==> src/rtl/operand_bank_pkg.sv <==
// Shared types and defaults for the double-buffered operand bank.
// Bank lifecycle states and load-side addressing modes.
package operand_bank_pkg;

  typedef enum logic [1:0] {
    EMPTY   = 2'd0,
    FILLING = 2'd1,
    FULL    = 2'd2
  } bank_state_t;

  localparam int DATA_W_DEF = 8;
  localparam int DEPTH_DEF  = 8;

  localparam logic WR_AUTO     = 1'b0;
  localparam logic WR_EXPLICIT = 1'b1;

endpackage

==> src/rtl/operand_bank_slot.sv <==
// One operand bank: DEPTH x DATA_W storage with clear and a
// saturating beat counter; the top decides when to write or clear.
module operand_bank_slot
  import operand_bank_pkg::*;
#(
  parameter int DATA_W = DATA_W_DEF,
  parameter int DEPTH  = DEPTH_DEF,
  parameter int ADDR_W = $clog2(DEPTH)
) (
  input  logic                    clk,
  input  logic                    reset,
  input  logic                    clear,
  input  logic                    we,
  input  logic                    beat,
  input  logic [ADDR_W-1:0]       addr,
  input  logic [DATA_W-1:0]       data_in,
  output logic [DEPTH*DATA_W-1:0] data,
  output logic [ADDR_W:0]         count
);

  localparam logic [ADDR_W:0] SAT = (ADDR_W+1)'(DEPTH);

  logic [DATA_W-1:0] mem [DEPTH];
  logic              in_range;

  assign in_range = 32'(addr) < DEPTH;

  always_ff @(posedge clk) begin
    if (reset || clear) begin
      for (int i = 0; i < DEPTH; i++) begin
        mem[i] <= '0;
      end
    end else if (we && in_range) begin
      mem[addr] <= data_in;
    end
  end

  // Counts accepted beats, including dropped out-of-range ones.
  always_ff @(posedge clk) begin
    if (reset || clear) begin
      count <= '0;
    end else if (beat && count != SAT) begin
      count <= count + 1'b1;
    end
  end

  for (genvar i = 0; i < DEPTH; i++) begin : g_flat
    assign data[i*DATA_W +: DATA_W] = mem[i];
  end

endmodule

==> src/rtl/operand_bank_pingpong.sv <==
// Ping-pong operand bank: one bank fills serially while the other,
// already committed, is presented in parallel to the array edge.
module operand_bank_pingpong
  import operand_bank_pkg::*;
#(
  parameter  int DATA_W = DATA_W_DEF,
  parameter  int DEPTH  = DEPTH_DEF,
  localparam int ADDR_W = $clog2(DEPTH)
) (
  input  logic                    clk,
  input  logic                    reset,
  input  logic                    wr_valid,
  output logic                    wr_ready,
  input  logic [DATA_W-1:0]       wr_data,
  input  logic [ADDR_W-1:0]       wr_addr,
  input  logic                    wr_addr_mode,
  input  logic                    wr_last,
  output logic                    wr_oob,
  output logic                    rd_valid,
  input  logic                    rd_ack,
  output logic [DEPTH*DATA_W-1:0] rd_data,
  output logic [ADDR_W:0]         rd_count
);

  localparam logic [ADDR_W-1:0] LAST_PTR = ADDR_W'(DEPTH - 1);

  bank_state_t       state [2];
  logic              wsel;
  logic              rsel;
  logic              mode;
  logic              oob_q;
  logic [ADDR_W-1:0] ptr;

  logic              accept;
  logic              ack;
  logic              first;
  logic              eff_mode;
  logic              oob;
  logic              commit;
  logic [ADDR_W-1:0] tgt;

  logic [DEPTH*DATA_W-1:0] slot_data  [2];
  logic [ADDR_W:0]         slot_count [2];

  assign wr_ready = state[wsel] != FULL;
  assign rd_valid = state[rsel] == FULL;
  assign accept   = wr_valid & wr_ready;
  assign ack      = rd_ack & rd_valid;

  // Mode is taken live on the first beat, then held until commit.
  assign first    = state[wsel] == EMPTY;
  assign eff_mode = first ? wr_addr_mode : mode;
  assign tgt      = (eff_mode == WR_EXPLICIT) ? wr_addr : ptr;
  assign oob      = (eff_mode == WR_EXPLICIT)
                  && (32'(wr_addr) >= DEPTH);
  assign commit   = accept
                  & (wr_last
                  | (eff_mode == WR_AUTO && ptr == LAST_PTR));

  assign rd_data  = rd_valid ? slot_data[rsel]  : '0;
  assign rd_count = rd_valid ? slot_count[rsel] : '0;
  assign wr_oob   = oob_q;

  for (genvar b = 0; b < 2; b++) begin : g_slot
    localparam logic ID = 1'(b);

    operand_bank_slot #(
      .DATA_W (DATA_W),
      .DEPTH  (DEPTH),
      .ADDR_W (ADDR_W)
    ) u_slot (
      .clk     (clk),
      .reset   (reset),
      .clear   (ack && rsel == ID),
      .we      (accept && !oob && wsel == ID),
      .beat    (accept && wsel == ID),
      .addr    (tgt),
      .data_in (wr_data),
      .data    (slot_data[b]),
      .count   (slot_count[b])
    );
  end

  // Accept only targets a non-FULL bank and ack only a FULL one,
  // so both may update different banks on the same edge.
  always_ff @(posedge clk) begin
    if (reset) begin
      state[0] <= EMPTY;
      state[1] <= EMPTY;
      wsel     <= 1'b0;
      rsel     <= 1'b0;
      ptr      <= '0;
      mode     <= WR_AUTO;
      oob_q    <= 1'b0;
    end else begin
      oob_q <= accept & oob;
      if (ack) begin
        state[rsel] <= EMPTY;
        rsel        <= ~rsel;
      end
      if (accept) begin
        state[wsel] <= commit ? FULL : FILLING;
        if (first) begin
          mode <= wr_addr_mode;
        end
        if (commit) begin
          ptr  <= '0;
          wsel <= ~wsel;
        end else if (eff_mode == WR_AUTO) begin
          ptr <= ptr + 1'b1;
        end
      end
    end
  end

  a_split_banks: assert property (
    @(posedge clk) disable iff (reset)
    (wsel != rsel) |-> (state[rsel] == FULL)
  );

  a_full_stalls: assert property (
    @(posedge clk) disable iff (reset)
    (state[0] == FULL && state[1] == FULL) |-> !wr_ready
  );

endmodule
==> config.mk <==
export PLATFORM = sky130hd
export DESIGN_NAME = operand_bank_pingpong
export DESIGN_NICKNAME = d
export VERILOG_FILES = /design/src/rtl/operand_bank_pkg.sv /design/src/rtl/operand_bank_slot.sv /design/src/rtl/operand_bank_pingpong.sv
export SDC_FILE = /design/constraint.sdc
export NUM_CORES = 1
export LEC_CHECK = 0
export BUFFER_PORTS_ARGS = -buffer_cell sky130_fd_sc_hd__buf_2
export CORE_ASPECT_RATIO = 1.1
export CORE_UTILIZATION = 45
export CTS_CLUSTER_SIZE = 30
export DETAILED_ROUTE_END_ITERATION = 16
export PLACE_DENSITY = 0.67
export RECOVER_POWER = 25
export SYNTH_ARGS = -nofsm -noshare
export SYNTH_HDL_FRONTEND = slang
export SYNTH_SLANG_ARGS = --single-unit
==> constraint.sdc <==
create_clock -name clk -period 4 [get_ports clk]
set_input_delay 0.2 -clock clk [delete_from_list [all_inputs] [get_ports clk]]
set_output_delay 0.2 -clock clk [all_outputs]
set_load 0.02 [all_outputs]
# Word level (Yosys, flattened, before mapping)
# Memories as Yosys holds them, arrays and structs flattened. A register that Yosys moved wholly into a read port is not among the register bits.
# Cells that the tools add are included.
[classes]
addsub = 3
n_mul = 0
n_div = 0
n_lt_le_gt_ge = 1
n_eq_ne = 6
shift = 0
n_mux = 47
bitwise = 8
reduce_logical = 16
[op_table]
columns = ["operator", "n"]
rows = [
  ["$mux W64", 4],
  ["$mux W1", 29],
  ["$mux W4", 4],
  ["$mux W8", 2],
  ["$reduce_or A8 Y1", 2],
  ["$mux W3", 5],
  ["$add A4 B1 Y4 const B", 2],
  ["$ne A4 B4 Y1 const B", 2],
  ["$logic_and A1 B1 Y1", 7],
  ["$mux W2", 3],
  ["$reduce_and A2 Y1", 2],
  ["$reduce_or A2 Y1", 2],
  ["$add A3 B1 Y3 const B", 1],
  ["$and A1 B1 Y1", 3],
  ["$eq A3 B3 Y1 const B", 1],
  ["$not A1 Y1", 3],
  ["$eq A2 B2 Y1 const B", 1],
  ["$ge A2 B2 Y1 const B", 1],
  ["$logic_not A2 Y1", 1],
  ["$logic_or A1 B1 Y1", 2],
  ["$ne A2 B1 Y1 const B", 1],
  ["$ne A2 B2 Y1 const B", 1],
  ["$not A1 Y2", 1],
  ["$or A1 B1 Y1", 1],
]
[totals]
ff_bits = 14
latchBits = 0
ram_bits = 132
rom_bits = 0
in_bits = 17
memories = 3
[memory_table]
columns = ["name", "depth", "width", "rd", "rd_clocked_by_memory_dff", "wr", "line", "text"]
rows = [
  ["g_slot[0].u_slot.mem", 8, 8, 8, 0, 8, "operand_bank_slot.sv:23", "logic [DATA_W-1:0] mem [DEPTH];"],
  ["g_slot[1].u_slot.mem", 8, 8, 8, 0, 8, "operand_bank_slot.sv:23", ""],
  ["state", 2, 2, 2, 2, 2, "operand_bank_pingpong.sv:27", "bank_state_t state [2];"],
]

# Depth between registers and ports, before layout
# Gate-level depths: netlist of run 1.
[logic_depth]
word_depth = 9
depth_mapped = 12
depth_no_buf = 9

# Modules after synthesis
# Synthesis of run 1 repeated with hierarchy kept, for this count alone.
[unflattened]
hier_cells = 573
area_unflattened_um2 = 7086.8
[modules_own_cells]
columns = ["module", "n_inst", "cells_per_inst", "area_each_um2", "seq_area_each_um2"]
rows = [
  ["operand_bank_slot (g_slot[1].u_slot)", 1, 175, 2696.3, 2001.9],
  ["operand_bank_slot (g_slot[0].u_slot)", 1, 175, 2686.3, 2001.9],
  ["operand_bank_pingpong", 1, 223, 1704.1, 280.3],
]

# Least setup slack after synthesis of run 1
# OpenSTA, ideal clock, no wires.
[synth_timing]
kind = "reg-to-reg"
start = "memory state[1][1] (netlist name)"
end = "memory g_slot[0].u_slot.mem[0][0] (netlist name), enable pin"
setup_ps = 384
arrival_ps = 2637
t_required_ps = 3616
path_slack_ps = 979
path_stages_with_launch = 10
n_path_buf = 1
period_less_slack_ps = 3021
cell_sequence = "edfxtp_1 -> nor2b_1 -> a21oi_1 -> inv_1 -> and2_1 -> clkbuf_1 -> ha_1 -> nor2_1 -> nand2_1 -> o21ai_0"
[synth_rtl]
columns = ["element", "line"]
rows = [
  ["from (decl)", "operand_bank_pingpong.sv:27"],
  ["to (decl)", "operand_bank_slot.sv:23"],
]

==> results of run 1 <==
sequential cells by signal (all words and copies together), names as in the netlist, named ones only:
name and count:
g_slot.u_slot.mem 128, g_slot.u_slot.count 8, state 4, ptr 3, mode 1, rsel 1
wsel 1
cell usage in the layout (no fill, tap or decap), types with 3 or more instances in the layout:
master and instances:
a31o_2 3, buf_2 52, buf_4 16, bufinv_16 4, clkbuf_1 41, clkbuf_16 17
clkinv_1 3, clkinv_2 3, dfxtp_1 15, edfxtp_1 132, ha_1 8, inv_1 13
mux2_2 3, mux2i_1 72, mux2i_2 4, nand2_1 28, nand3_1 7, nand3b_1 5
nand4_1 3, nor2_1 217, nor3_1 6, nor3b_1 3, nor4_1 4, o21ai_0 15
xnor2_1 3, xor2_1 4
power groups by stage:
stage	sequential, W	clock (W)	combinational [W]
detailed placement	0.00187	0	0.000627
CTS	0.00184	0.00164	0.000629
global route	0.00184	0.00170	0.000662
finish	0.00183	0.00162	0.000611
floorplan	0.00185	0	0.000439
global placement	0.00186	0	0.000616
Yosys cell counts (4+ instances only):
cell type | number | area share (%)
mux2i_1 | 72 | 10
ha_1 | 8 | 1.4
buf_1 | 8 | 0.43
nor2_1 | 217 | 12
edfxtp_1 | 132 | 57
nand3_1 | 7 | 0.51
nand2_1 | 28 | 1.5
mux2i_2 | 4 | 0.79
mux2_2 | 4 | 0.65
buf_2 | 8 | 0.58
nand3b_1 | 5 | 0.54
nor3_1 | 6 | 0.43
o21ai_0 | 15 | 1.1
dfxtp_1 | 16 | 4.6
xor2_1 | 4 | 0.51
inv_1 | 13 | 0.70
clkbuf_1 | 13 | 0.70
routing by layer:
| layer | share of wire, % | GRT usage [%] |
|---|---|---|
| met5 | 0 | 0 |
| met4 | 2.8 | 9.19 |
| met3 | 6.7 | 5.62 |
| met2 | 48 | 35.4 |
| met1 | 42 | 29.0 |
layout make-up:
type                       count  area share [%]
sequential                   148            52.7
multi-input combinational    415            29.7
timing repair buffer         108            6.54
clock buffer                  19            5.33
tap                          196            3.02
clock inverter                12            2.00
inverter                      13           0.600
antenna                        1          0.0308
how the worst max path moves through the flow:
| stage | from | end | slack [ps] | depth (start not counted) |
|---|---|---|---|---|
| floorplan | state[1][1] | g_slot[0].u_slot.mem[0][0] | 980 | 9 |
| global placement | state[1][1] | g_slot[1].u_slot.mem[0][0] | 1150 | 9 |
| detailed placement | state[1][1] | g_slot[1].u_slot.mem[4][0] | 1010 | 9 |
| CTS | state[1][1] | g_slot[1].u_slot.mem[4][0] | 980 | 9 |
| global route | state[1][1] | g_slot[0].u_slot.mem[1][1] | 540 | 5 |
| finish | state[1][1] | g_slot[1].u_slot.mem[4][0] | 830 | 9 |
kinds of logic (layout without fill, tap and decap cells):
family          count (synthesis)  after routing
simple gates                  284            284
flops                         148            148
mux                            81             81
buf+inv                        48            152
compound gates                 34             34
fa+ha+maj                       8              8
xor+xnor                        7              7
other cells                     1              2
worst reg2reg max path, delay by kind of cell, from the launching register on:
family	cells	cell delay, ps
fa+ha+maj	1	240
flops	1	410
compound gates	1	150
buf+inv	1	60
simple gates	6	2170
stage by stage:
stage | instance area, um^2 | worst slack, ps
2_1_floorplan | 6930 | 979
3_3_place_gp | 7610 | 1150
3_5_place_dp | 7610 | 1010
4_1_cts | 8210 | 983
5_1_grt | 8130 | 544
6_report | 8130 | 827
==> impl_metrics.json, run 1 <==
{
  "n_fill_cell": 1325,
  "start_util_pct": 46.0,
  "ys.flop_type": "edfxtp_1",
  "synth_compound_area_share_pct": 3.38,
  "postRouteAntennaNets": 0,
  "synth_xor_area_share_pct": 0.885,
  "root_buffer": "clkbuf_16",
  "die_h_um": 132,
  "required_ps": 4270,
  "cts_buffers": 17,
  "dp.final_hpwl_um": 11100,
  "tritoncts": "yes",
  "total_power_w": 0.00407,
  "finalNonFillerCells": 912,
  "final-seq-area_um2": 4290,
  "fin_crit_ps": 3170,
  "syn_nets": 636,
  "hold_depth": 3,
  "grt_max_degree": 69,
  "nets": 728,
  "io_pins": 88,
  "async_reset_ff_share_pct": 0,
  "cts_buffer_depth": 2,
  "synth-adder-area-share_pct": 1.44,
  "grt_antenna_before_repair": 0,
  "fin_skew_ps": 6.21,
  "clkSlewWorstSetupHoldPaths_ps": 60,
  "grt_pass1_wl_um": 26000,
  "dieArea_um2": 15900,
  "cp_common_cell": "nor2_1",
  "post_cts.repair.setup_buffers": 0,
  "fin_crit_sh_pct": 79.3,
  "crit_type": "reg -> reg",
  "p_seq_share_pct": 45.1,
  "finish.utilization_pct": 54.0,
  "synth_area_per_cell_um2": 11.3,
  "fin_tns_setup_ps": 0,
  "drc": 0,
  "ys_ff_latch": 148,
  "synth_cell_types": 45,
  "synth_top_family_by_area": "simple AND/OR/NAND/NOR gates",
  "p_leak_nw": 2.90,
  "swShare_pct": 25.8,
  "drv_slew": 0,
  "dr.pass1.iters": 5,
  "fmax_ghz": 0.315,
  "placed_cells": 880,
  "worst_hold_startpoint": "wr_addr_mode",
  "worst_pin_slew_ps": 1290,
  "slew_headroom_pct": 13.3,
  "crit_fanout": 11,
  "totalWireLength_um": 16800,
  "min_path_type": "in -> reg",
  "reg2reg_slack_ps": 830,
  "multi_input_area_um2": 2420,
  "vias": 4906,
  "drive_gt1_share_pct": 15.7,
  "power-per-cell-area_nw_per_um2": 500,
  "grt_pass1_vias": 4716,
  "drtIter0Drc": 542,
  "synthMuxAreaShare_pct": 12.1,
  "maxCapViolCount": 0,
  "track_usage_pct": 22.2,
  "core_area_um2": 15100,
  "setup_viol_count_final": 0,
  "gp_congestion": 0.857,
  "slowest_delay_ps": 590,
  "power_switching_w": 0.00105,
  "synth_edf_count": 132,
  "cp_cell_sequence": "nor2b_1, a21oi_4, inv_1, and2_0, ha_1, or2_0, nor2_1, nand2_1, nor2_1",
  "wl_per_cell_um": 18.4,
  "ys_seq_area_share_pct": 61.8,
  "critPathTopFamily": "simple AND/OR/NAND/NOR gates",
  "ir_drop_mv": 0.266,
  "rsz0062_at_grt": "false",
  "rr_worst_depth": 9,
  "end_kind": "flop",
  "synth_simple_gate_area_share_pct": 17.1,
  "hold_viol": 0,
  "syn_area_um2": 6930,
  "cpMaxStageDelayCell": "nor2_1",
  "die_w_um": 120,
  "portBuffers": 86,
  "synth_warnings": 0,
  "postSynthCellCount": 611,
  "status": "complete, no violations",
  "hold_slack_ps": 21.7,
  "cts.repair.resized": 0,
  "clock_sinks": 148,
  "path_buf_inv": 1,
  "reg2reg_to": "g_slot[1].u_slot.mem[4][0]",
  "clock_latency_ps": 430,
  "grt-ovfl-total": 0,
  "p_clk_share_pct": 39.9,
  "viasPerCell": 5.38,
  "syn_to_final_growth_pct": 17.3,
  "r2r-start": "state[1][1]",
  "cts_hold_buffers": 0,
  "worstSetupStartpointType": "flop",
  "cp.arrival_ps": 3440,
  "num_rows": 47,
  "intPower_w": 0.00302,
  "p_comb_share_pct": 15.0,
  "htree_levels": 4,
  "whs_endpoint": "mode"
}
Power figures use the tool's default switching activity.
==> run 2, diff against run 1 <==
--- a/config.mk
+++ b/config.mk
@@ -10,7 +10,7 @@
 export CORE_UTILIZATION = 45
 export CTS_CLUSTER_SIZE = 30
 export DETAILED_ROUTE_END_ITERATION = 16
-export PLACE_DENSITY = 0.67
+export PLACE_DENSITY = 0.69
 export RECOVER_POWER = 25
 export SYNTH_ARGS = -nofsm -noshare
 export SYNTH_HDL_FRONTEND = slang
==> constraint.sdc (replaced) <==
create_clock -name clk -period 2.63 [get_ports clk]
set_input_delay 0.1315 -clock clk [delete_from_list [all_inputs] [get_ports clk]]
set_output_delay 0.1315 -clock clk [all_outputs]
set_load 0.02 [all_outputs]
==> run 2 against run 1 <==
Net effect:
- largest cell class unchanged
- first-iteration DRC count down 25%
- global-route usage down 0.83 points
- sequential power up 52%
- critical path type unchanged
- non-clock buffer count up 9
- die area unchanged
- via count down 1.5%
- clock skew down 0.89 ps
- largest power group unchanged
- combinational power up 55%
- final cell count up 0.77%
- wire length down 2.4%
==> impl_metrics.json, run 2 (synthesized netlist as in run 1, its figures left out) <==
{
  "status": "complete, no violations",
  "r2r-start": "state[1][1]",
  "post_cts.repair.setup_buffers": 0,
  "setup_viol_count_final": 0,
  "clock_latency_ps": 420,
  "worst_pin_slew_ps": 722,
  "reg2reg_to": "g_slot[1].u_slot.mem[3][5]",
  "hold_depth": 2,
  "dp.final_hpwl_um": 10900,
  "p_leak_nw": 2.80,
  "grt_pass1_vias": 4622,
  "drv_slew": 0,
  "swShare_pct": 27.1,
  "cts_buffer_depth": 2,
  "rr_worst_depth": 10,
  "portBuffers": 86,
  "fin_skew_ps": 5.32,
  "io_pins": 88,
  "diodes": 0,
  "syn_to_final_growth_pct": 17.4,
  "largest_reg_flops": 128,
  "tritoncts": "yes",
  "grt_antenna_before_repair": 0,
  "crit_fanout": 11,
  "drtIter0Drc": 409,
  "maxCapViolCount": 0,
  "worst_hold_startpoint": "wr_last",
  "cts_buffers": 17,
  "slew_headroom_pct": 51.9,
  "root_buffer": "clkbuf_16",
  "fmax_ghz": 0.400,
  "p_comb_share_pct": 16.5,
  "viasPerCell": 5.26,
  "clock_sinks": 148,
  "htree_levels": 4,
  "cp.arrival_ps": 2760,
  "die_h_um": 132,
  "vias": 4830,
  "fin_ws_ps": 133,
  "stdcell_area_um2": 8130,
  "dieArea_um2": 15900,
  "largest_registers": "g_slot.u_slot.mem: 128 flops, g_slot.u_slot.count: 8 flops, state: 4 flops",
  "gp_congestion": 0.802,
  "grt_max_degree": 71,
  "wl_per_cell_um": 17.8,
  "required_ps": 2890,
  "worstSetupStartpointType": "flop",
  "dr.pass1.iters": 5,
  "reg2reg_slack_ps": 130,
  "dpl-instance-area_um2": 7720,
  "nets": 737,
  "drc": 0,
  "intPower_w": 0.00420,
  "dp_slack_ps": 50.1,
  "power-per-cell-area_nw_per_um2": 708,
  "totalWireLength_um": 16400,
  "ir_drop_mv": 0.350,
  "end_kind": "flop",
  "crit_type": "reg -> reg",
  "num_rows": 47,
  "rsz0062_at_grt": "false",
  "postRouteAntennaNets": 0,
  "p_seq_share_pct": 48.4,
  "min_path_type": "in -> reg",
  "regMostFlops": "g_slot.u_slot.mem",
  "whs_endpoint": "state[1][0]",
  "fin_crit_sh_pct": 95.0,
  "fin_crit_ps": 2500,
  "track_usage_pct": 21.4,
  "die_w_um": 120,
  "clkSlewWorstSetupHoldPaths_ps": 50,
  "final_common_cell": "nor2_1",
  "power_switching_w": 0.00156,
  "p_clk_share_pct": 35.1,
  "core_area_um2": 15100,
  "final_cell_mix": "216 x nor2_1, 132 x edfxtp_1, 72 x mux2i_1",
  "grt-ovfl-total": 0,
  "drive_gt1_share_pct": 14.8,
  "grt_pass1_wl_um": 25100,
  "hold_viol": 0,
  "start_util_pct": 46.0
}
[run 2: layout make-up]
cell class,count,area (um^2)
fill,1354,6920
clock inverter,9,41.3
sequential,148,4290
clock buffer,21,440
multi-input combinational,415,2480
timing repair buffer,117,592
inverter,13,48.8
tap,196,245
[run 2: repair_timing]
action,4_1_cts,5_1_grt
resized for setup,0,4
hold buffers,1,0
hold endpoints to repair,1,0
endpoints found under the setup margin,0,69
[run 2: metrics by stage]
step / utilization (%) / instances / hold slack [ps] / TNS, ps / total power (W)
after global routing: 54.0 / 919 / 94.2 / 0 / 0.00594
after detailed placement: 51.3 / 888 / 387 / 0 / 0.00381
after CTS: 54.6 / 919 / 81.9 / 0 / 0.00579
after global placement: 51.3 / 888 / 381 / 0 / 0.00378
after floorplan: - / 611 / 275 / -519 / 0.00350
final: 54.0 / 919 / 89.2 / 0 / 0.00576
[run 2: how the worst max path moves through the flow]
stage,endpoint,slack [ps],startpoint,depth (start not counted)
4_1_cts,g_slot[1].u_slot.mem[4][0],40,state[1][1],5
6_report,g_slot[1].u_slot.mem[3][5],130,state[1][1],10
3_3_place_gp,g_slot[1].u_slot.mem[1][7],180,state[1][1],5
2_1_floorplan,g_slot[1].u_slot.mem[0][0],-20,state[1][1],11
3_5_place_dp,g_slot[1].u_slot.mem[4][5],50,state[1][1],5
5_1_grt,g_slot[1].u_slot.mem[5][4],10,state[1][1],10
[run 2: per-layer routing]
layer	global-route usage (%)	routed length (um)	up-vias
met3	4.84	1170	29
met2	35.3	7980	173
met4	7.20	302	0
met5	0	0	-
met1	27.9	6910	2302
li1	-	-	2326
[run 2: worst max-delay path, stage by stage (launching register included)]
cell and delay [ps]:
edfxtp_1 400, nor2b_1 180, a21oi_4 140, inv_1 60, and2_1 220, ha_1 210
or2_2 280, nor2_1 120, buf_4 180, nand2_1 330, nor2_1 210
[run 2: power groups by stage]
stage	clock, W	sequential (W)	combinational, W
after floorplan	0	0.00281	0.000685
after global placement	0	0.00283	0.000948
after detailed placement	0	0.00284	0.000972
after CTS	0.00202	0.00279	0.000977
after global routing	0.00211	0.00280	0.00103
final	0.00202	0.00279	0.000950
==> run 3, diff against run 2 <==
--- a/config.mk
+++ b/config.mk
@@ -10,6 +10,7 @@
 export CORE_UTILIZATION = 45
 export CTS_CLUSTER_SIZE = 30
 export DETAILED_ROUTE_END_ITERATION = 16
+export MAX_ROUTING_LAYER = met4
 export PLACE_DENSITY = 0.69
 export RECOVER_POWER = 25
 export SYNTH_ARGS = -nofsm -noshare
==> run 3 against run 2 <==
Net effect:
- power is 0.29% lower
- critical endpoint unchanged
- sequential power hardly changed
- clock power hardly changed
- non-clock buffer count stayed put
- clock skew is 0.58 ps higher
- largest cell class unchanged
==> impl_metrics.json, run 3 (synthesized netlist as in run 1, its figures left out) <==
{
  "syn_to_final_growth_pct": 17.4,
  "totalWireLength_um": 16300,
  "start_util_pct": 46.0,
  "fin_crit_ps": 2510,
  "worst_pin_slew_ps": 724,
  "largest_reg_flops": 128,
  "maxCapViolCount": 0,
  "regMostFlops": "g_slot.u_slot.mem",
  "rr_worst_depth": 10,
  "worstSetupStartpointType": "flop",
  "grt_pass1_wl_um": 25100,
  "drtIter0Drc": 453,
  "dp.final_hpwl_um": 10900,
  "postRouteAntennaNets": 0,
  "nets": 737,
  "crit_fanout": 11,
  "required_ps": 2880,
  "vias": 4853,
  "wl_per_cell_um": 17.8,
  "core_area_um2": 15100,
  "tritoncts": "yes",
  "grt-ovfl-total": 0,
  "grt_antenna_before_repair": 0,
  "diodes": 0,
  "clock_latency_ps": 420,
  "slowest_delay_ps": 400,
  "final-seq-area_um2": 4290,
  "ir_drop_mv": 0.344,
  "setup_viol_count_final": 0,
  "cp_cell_sequence": "nor2b_1, a21oi_4, inv_1, and2_1, ha_1, or2_2, nor2_1, buf_4, nand2_1, nor2_1",
  "final_common_cell": "nor2_1",
  "num_rows": 47,
  "power-per-cell-area_nw_per_um2": 706,
  "portBuffers": 86,
  "rsz0062_at_grt": "false",
  "die_w_um": 120,
  "grt_max_degree": 71,
  "slew_headroom_pct": 51.7,
  "root_buffer": "clkbuf_16",
  "drive_gt1_share_pct": 14.8,
  "hold_viol": 0,
  "cpMaxStageDelayCell": "edfxtp_1",
  "fin_skew_ps": 5.89,
  "cp_common_cell": "nor2_1",
  "hold_slack_ps": 91.8,
  "n_fill_cell": 1354,
  "end_kind": "flop",
  "dieArea_um2": 15900,
  "crit_type": "reg -> reg",
  "status": "complete, no violations",
  "fmax_ghz": 0.398,
  "die_h_um": 132,
  "gp_congestion": 0.813,
  "drc": 0,
  "p_leak_nw": 2.80,
  "largest_registers": "g_slot.u_slot.mem: 128 flops, g_slot.u_slot.count: 8 flops, state: 4 flops",
  "cts_buffers": 17,
  "hold_depth": 2,
  "htree_levels": 4,
  "dr.pass1.iters": 5,
  "min_path_type": "in -> reg",
  "io_pins": 88,
  "cp.arrival_ps": 2760,
  "viasPerCell": 5.28,
  "clkSlewWorstSetupHoldPaths_ps": 50,
  "grt_pass1_vias": 4614,
  "finish.utilization_pct": 54.0,
  "cts_buffer_depth": 2,
  "multi_input_area_um2": 2480,
  "drv_slew": 0,
  "track_usage_pct": 22.1,
  "fin_crit_sh_pct": 95.4,
  "clock_sinks": 148,
  "final_cell_mix": "216 x nor2_1, 132 x edfxtp_1, 72 x mux2i_1"
}
run 3: cell counts in the layout (fill, tap and decap cells not counted):
No cell type changed its count.
run 3: power by group:
| part | leakage (nW) | internal [W] | switching, W |
|---|---|---|---|
| combinational | 1.06 | 0.000307 | 0.000642 |
| clock | 0.234 | 0.00117 | 0.000840 |
| sequential | 1.51 | 0.00273 | 0.0000615 |
run 3: worst max-delay path: cells and delay by family, from the launching register on:
kind / cells / cell delay (ps)
compound gates: 1 / 140
fa+ha+maj: 1 / 210
buf+inv: 2 / 240
flops: 1 / 400
simple gates: 6 / 1340
run 3: worst paths after layout:
path	end	slack [ps]	startpoint
worst max-delay path	g_slot[1].u_slot.mem[3][5]	120	state[1][1]
worst min-delay path	state[1][0]	90	wr_last
worst max register to register	g_slot[1].u_slot.mem[3][5]	120	state[1][1]
worst min register to register	mode	500	mode
run 3: cell type report:
type / count / share of cell area [%]
Clock buffer: 21 / 5.41
Clock inverter: 9 / 0.508
Inverter: 13 / 0.600
Multi-Input combinational cell: 415 / 30.5
Sequential cell: 148 / 52.7
Tap cell: 196 / 3.01
Timing Repair Buffer: 117 / 7.28
run 3: per-layer routing:
layer / global-route usage, % / vias to the layer above / part of all wire (%) / wire length (um)
met3: 4.67 / 26 / 6.1 / 997
met5: - / - / 0 / 0
met2: 35.3 / 162 / 50 / 8080
met4: 7.20 / 0 / 1.7 / 282
met1: 28.0 / 2341 / 43 / 6960
li1: - / 2324 / - / -
run 3: what timing repair did:
item | CTS | global route
endpoints found under the hold margin | 1 | 0
resized for setup | 0 | 4
hold buffers | 1 | 0
endpoints found under the setup margin | 0 | 66
buffers inserted | 0 | 0
run 3: metrics by stage:
stage | setup TNS [ps] | setup WS [ps] | total power (W) | instances | instance area, um^2
after detailed placement | 0 | 50.1 | 0.00381 | 888 | 7720
after global placement | 0 | 182 | 0.00378 | 888 | 7720
after CTS | 0 | 40.7 | 0.00579 | 919 | 8210
final | 0 | 120 | 0.00574 | 919 | 8130
after floorplan | -519 | -21.6 | 0.00350 | 611 | 6970
after global routing | 0 | 12.0 | 0.00594 | 919 | 8130
